[config.mk]
export PLATFORM = sky130hd
export DESIGN_NAME = fetch_unit
export DESIGN_NICKNAME = d
export VERILOG_FILES = /design/src/rtl/fetch_pkg.sv /design/src/rtl/fetch_pc_reg.sv /design/src/rtl/fetch_unit.sv
export SDC_FILE = /design/constraint.sdc
export NUM_CORES = 1
export LEC_CHECK = 0
export CORE_MARGIN = 4
export CORE_UTILIZATION = 44
export DETAILED_ROUTE_END_ITERATION = 6
export PLACE_DENSITY = 0.83
export SYNTH_ARGS = -nofsm -noshare
export SYNTH_HDL_FRONTEND = slang
export SYNTH_SLANG_ARGS = --single-unit
[constraint.sdc]
create_clock -name clk -period 3.2 [get_ports clk]
set_input_delay 0.48 -clock clk [delete_from_list [all_inputs] [get_ports clk]]
set_output_delay 0.48 -clock clk [all_outputs]
set_load 0.02 [all_outputs]
[src/rtl/fetch_pkg.sv]
// Shared fetch-stage types and constants; also imported by the decoder.
// Optional macro FETCH_RESET_OPC_EN is consumed by fetch_unit.
package fetch_pkg;

  typedef enum logic [1:0] {
    IDLE = 2'd0,
    REQ  = 2'd1,
    FULL = 2'd2
  } fetch_state_t;

  localparam logic [3:0] OPC_RESET = 4'b1111;

  localparam int unsigned PC_W_DEF     = 8;
  localparam int unsigned RESET_PC_DEF = 0;

endpackage

[src/rtl/fetch_pc_reg.sv]
// Program counter with load, increment and natural modulo-2^PC_W wrap.
// Load beats increment when both are requested.
module fetch_pc_reg
  import fetch_pkg::*;
#(
  parameter int unsigned     PC_W     = PC_W_DEF,
  parameter logic [PC_W-1:0] RESET_PC = PC_W'(RESET_PC_DEF)
) (
  input  logic            clk,
  input  logic            reset_n,
  input  logic            load,
  input  logic [PC_W-1:0] load_val,
  input  logic            inc,
  output logic [PC_W-1:0] pc
);

  always_ff @(posedge clk or negedge reset_n) begin
    if (!reset_n) begin
      pc <= RESET_PC;
    end else if (load) begin
      pc <= load_val;
    end else if (inc) begin
      pc <= pc + PC_W'(1);
    end
  end

endmodule

[src/rtl/fetch_unit.sv]
// Single-entry instruction fetch: IDLE/REQ/FULL FSM plus instruction register.
// Macro FETCH_RESET_OPC_EN: handing off an OPC_RESET word reloads RESET_PC.
module fetch_unit
  import fetch_pkg::*;
#(
  parameter int unsigned     PC_W     = PC_W_DEF,
  parameter logic [PC_W-1:0] RESET_PC = PC_W'(RESET_PC_DEF)
) (
  input  logic            clk,
  input  logic            reset_n,
  output logic            imem_req,
  output logic [PC_W-1:0] imem_addr,
  input  logic [7:0]      imem_rdata,
  input  logic            imem_valid,
  output logic [7:0]      inst_out,
  output logic            inst_valid,
  input  logic            inst_ready,
  input  logic            branch_taken,
  input  logic [PC_W-1:0] branch_target
);

  fetch_state_t state, state_nx;

  logic            fire;
  logic            handoff;
  logic            pc_load;
  logic            pc_inc;
  logic [PC_W-1:0] pc_val;
  logic [PC_W-1:0] pc;

  assign fire    = (state == REQ) && imem_valid;
  assign handoff = (state == FULL) && inst_ready;

  // Redirect always wins; a word landing with it is simply not captured.
  always_comb begin
    pc_load = branch_taken;
    pc_val  = branch_target;
    pc_inc  = 1'b0;
    if (!branch_taken) begin
      pc_inc = fire;
`ifdef FETCH_RESET_OPC_EN
      if (handoff && (inst_out[7:4] == OPC_RESET)) begin
        pc_load = 1'b1;
        pc_val  = RESET_PC;
      end
`endif
    end
  end

  fetch_pc_reg #(
    .PC_W     (PC_W),
    .RESET_PC (RESET_PC)
  ) u_pc (
    .clk      (clk),
    .reset_n  (reset_n),
    .load     (pc_load),
    .load_val (pc_val),
    .inc      (pc_inc),
    .pc       (pc)
  );

  always_ff @(posedge clk or negedge reset_n) begin
    if (!reset_n) begin
      state <= IDLE;
    end else begin
      state <= state_nx;
    end
  end

  always_comb begin
    state_nx = state;
    if (branch_taken) begin
      state_nx = REQ;
    end else begin
      unique case (state)
        IDLE:    state_nx = REQ;
        REQ:     if (imem_valid) state_nx = FULL;
        FULL:    if (inst_ready) state_nx = REQ;
        default: state_nx = IDLE;
      endcase
    end
  end

  always_comb begin
    imem_req  = (state == REQ);
    imem_addr = pc;
  end

  always_ff @(posedge clk or negedge reset_n) begin
    if (!reset_n) begin
      inst_out   <= 8'h00;
      inst_valid <= 1'b0;
    end else if (branch_taken) begin
      inst_valid <= 1'b0;
    end else if (fire) begin
      inst_out   <= imem_rdata;
      inst_valid <= 1'b1;
    end else if (handoff) begin
      inst_valid <= 1'b0;
    end
  end

endmodule

==> results.sh <==
export IMPL_status="finished clean"
export IMPL_cp_slowest_cell="clkdlybuf4s50_1"
export IMPL_synthTopCellsByArea="dfrtp_1 53%, mux2_2 10%, nand2_1 5.0%, or4_1 4.2%, o21ai_0 3.4%"
export IMPL_wl_per_cell_um=14.0
export IMPL_synth_top_cell_area_share=0.531
export IMPL_ys_warn_count=0
export IMPL_synthesis_nets=103
export IMPL_hold_viol=0
export IMPL_cts_tree="done"
export IMPL_synth_area_um2=895
export IMPL_r2r_start="state[1]"
export IMPL_core_um2=1940
export IMPL_fin_util=0.686
export IMPL_crit_path_end_kind="primary output"
export IMPL_drc=0
export IMPL_crit_cells=2
export IMPL_crit_chain="nor2b_1, clkdlybuf4s50_1"
export IMPL_grt_overflow=0
export IMPL_ir_worst_vdd_mv=0.344
export IMPL_insertion_delay_ps=290
export IMPL_hold_path_class="flip-flop to flip-flop"
export IMPL_pwr_share_clk=0.179
export IMPL_grt_usage=0.158
export IMPL_fp_dieW_um=53.1
export IMPL_cp_required_ps=2720
export IMPL_place_worst_setup_slack_ps=994
export IMPL_final_cell_mix="38 x clkdlybuf4s50_1, 19 x dfrtp_1, 12 x nand2_1"
export IMPL_netSwitchingFraction=0.318
export IMPL_h_tree_depth=1
export IMPL_cap_viol_max_count=0
export IMPL_arrival_ps=1560
export IMPL_synth_area_leader_cell="dfrtp_1"
export IMPL_die_height_um=53.1
export IMPL_initial_core_util=0.461
export IMPL_p_per_area_nw_per_um2=492
export IMPL_tightest_slew_ps=853
export IMPL_root_buffer="clkbuf_4"
export IMPL_num_vias=781
export IMPL_r2r_end="inst_out[5]"
export IMPL_comb_power_share=0.349
export IMPL_path_class="flip-flop to primary output"
export IMPL_cts_hold_buf=0
export IMPL_seqCellArea_um2=475
export IMPL_antenna_cells=0
export IMPL_setup_viol=0
export IMPL_port_buffers=38
export IMPL_ys_types=25
export IMPL_place_congestion=0.758
export IMPL_finalCriticalPeriod_ps=2040
export IMPL_critPathTopFamily="buffers and inverters"
export IMPL_drt_iter0_drc=15
export IMPL_finalCritPeriodShare=0.637
export IMPL_post_cts_repair_setup_buffers=0
export IMPL_synth_avg_cell_area_um2=11.0
export IMPL_multi_input_area_um2=408
export IMPL_synth_seq_cells=19
export IMPL_fmax_mhz=491
export IMPL_grt_pass1_wl_mm=3.35
export IMPL_grt_pass1_vias=805
export IMPL_dpl_cell_area_um2=1310
export IMPL_via_per_inst=5.24
export IMPL_endpoint="imem_req"
export IMPL_hold_ws_ps=516
export IMPL_p_int_mw=0.447
export IMPL_final_setup_worst_slack_ps=1160
export IMPL_rows=16
export IMPL_placedCellCount=145
export IMPL_ys_seq_area_frac=0.531
export IMPL_die_area_um2=2820
export IMPL_stdcell_count=149
export IMPL_netlist_instances=81
export IMPL_cp_max_fo=7
export IMPL_rsz0062_at_grt="false"
export IMPL_antenna_left=0
export IMPL_fin_skew_ps=8.82
export IMPL_p_seq_frac=0.472
export IMPL_reg2reg_slack_ps=1540
export IMPL_grt_max_degree=20
export IMPL_clock_sinks=19
export IMPL_leakagePower_nw=0.532
export IMPL_rr_worst_depth=3
export IMPL_cts_resized=0
export IMPL_dr_pass1_iters=4
export IMPL_p_total_mw=0.655
export IMPL_worstSetupStartpointType="flip-flop"
export IMPL_io_pins=39
export IMPL_power_switching_mw=0.208
export IMPL_antenna_found_initial=0
export IMPL_slew_headroom=0.429
export IMPL_startpoint="state[0]"
export IMPL_fin_tns_setup_ps=0
export IMPL_final_area_um2=1330
export IMPL_hold_depth=1
export IMPL_slew_viol_final=0
export IMPL_slowest_delay_ps=600
export IMPL_drive_above_1_share=0.115
export IMPL_final_nets=145
export IMPL_clk_pin_slew_ps=110
export IMPL_syn2layout_area_growth_pct=49.0
export IMPL_critPathBufInv=1
export IMPL_cts_buffer_depth=2
export IMPL_drt_wl_total_mm=2.08
export IMPL_layout_commonest_cell="clkdlybuf4s50_1"
export IMPL_fillers=171
export IMPL_cts_buffers=3
export IMPL_dp_hpwl_mm=1.62
-- worst min path at each step --
stage                     start     endpoint  slack [ps]
floorplan               reset_n  inst_out[0]         180
global placement    inst_out[0]  inst_out[0]         490
detailed placement  inst_out[4]  inst_out[4]         500
CTS                 inst_out[4]  inst_out[4]         520
global route        inst_out[5]  inst_out[5]         540
finish              inst_out[4]  inst_out[4]         520
-- state kept, by name, indices dropped and copies added, names as in the netlist --
signal / count
inst_out: 8
inst_valid: 1
state: 2
u_pc.pc: 8
-- layout make-up --
class / count / share of cell area
Sequential cell: 19 / 0.357
Tap cell: 27 / 0.0254
Timing Repair Buffer: 38 / 0.285
Clock inverter: 1 / 0.00376
Inverter: 2 / 0.00563
Multi-Input combinational cell: 59 / 0.306
Clock buffer: 3 / 0.0169
-- kinds of logic after synthesis --
family                   Yosys count  share of synthesized area
AND/OR/NAND/NOR                   32                      0.208
buffers and inverters              3                     0.0126
XOR/XNOR                           2                     0.0196
adder cells (fa/ha/maj)            1                     0.0140
flip-flops                        19                      0.531
AO/OA/AOI/OAI                     15                      0.102
multiplexers                       9                      0.112
-- metal layers --
| layer | global-route usage | up-vias | wire length, um |
|---|---|---|---|
| met1 | 0.191 | 361 | 918 |
| met3 | 0.0366 | 2 | 194 |
| met5 | 0 | - | 0 |
| li1 | - | 381 | - |
| met2 | 0.277 | 37 | 953 |
| met4 | 0.0468 | 0 | 14 |
-- power by group through the flow --
| stage | combinational [mW] | clock (mW) | sequential (mW) |
|---|---|---|---|
| after detailed placement | 0.231 | 0 | 0.314 |
| after floorplan | 0.0639 | 0 | 0.356 |
| after CTS | 0.232 | 0.120 | 0.309 |
| after global placement | 0.226 | 0 | 0.312 |
| after global routing | 0.245 | 0.132 | 0.316 |
| final | 0.229 | 0.117 | 0.309 |
-- synth_stat cells (all sizes together) --
cell type,n
xor2,2
or4,5
a21oi,1
inv,1
a31oi,3
dfrtp,19
nor2,4
nand2,12
o211ai,2
ha,1
mux2,8
nand4b,2
nand4,1
and2,1
clkbuf,1
nor2b,2
clkinv,1
nand2b,1
nand3,3
nand3b,1
o21ai,6
mux2i,1
o31ai,3
Power figures use the tool's default switching activity.
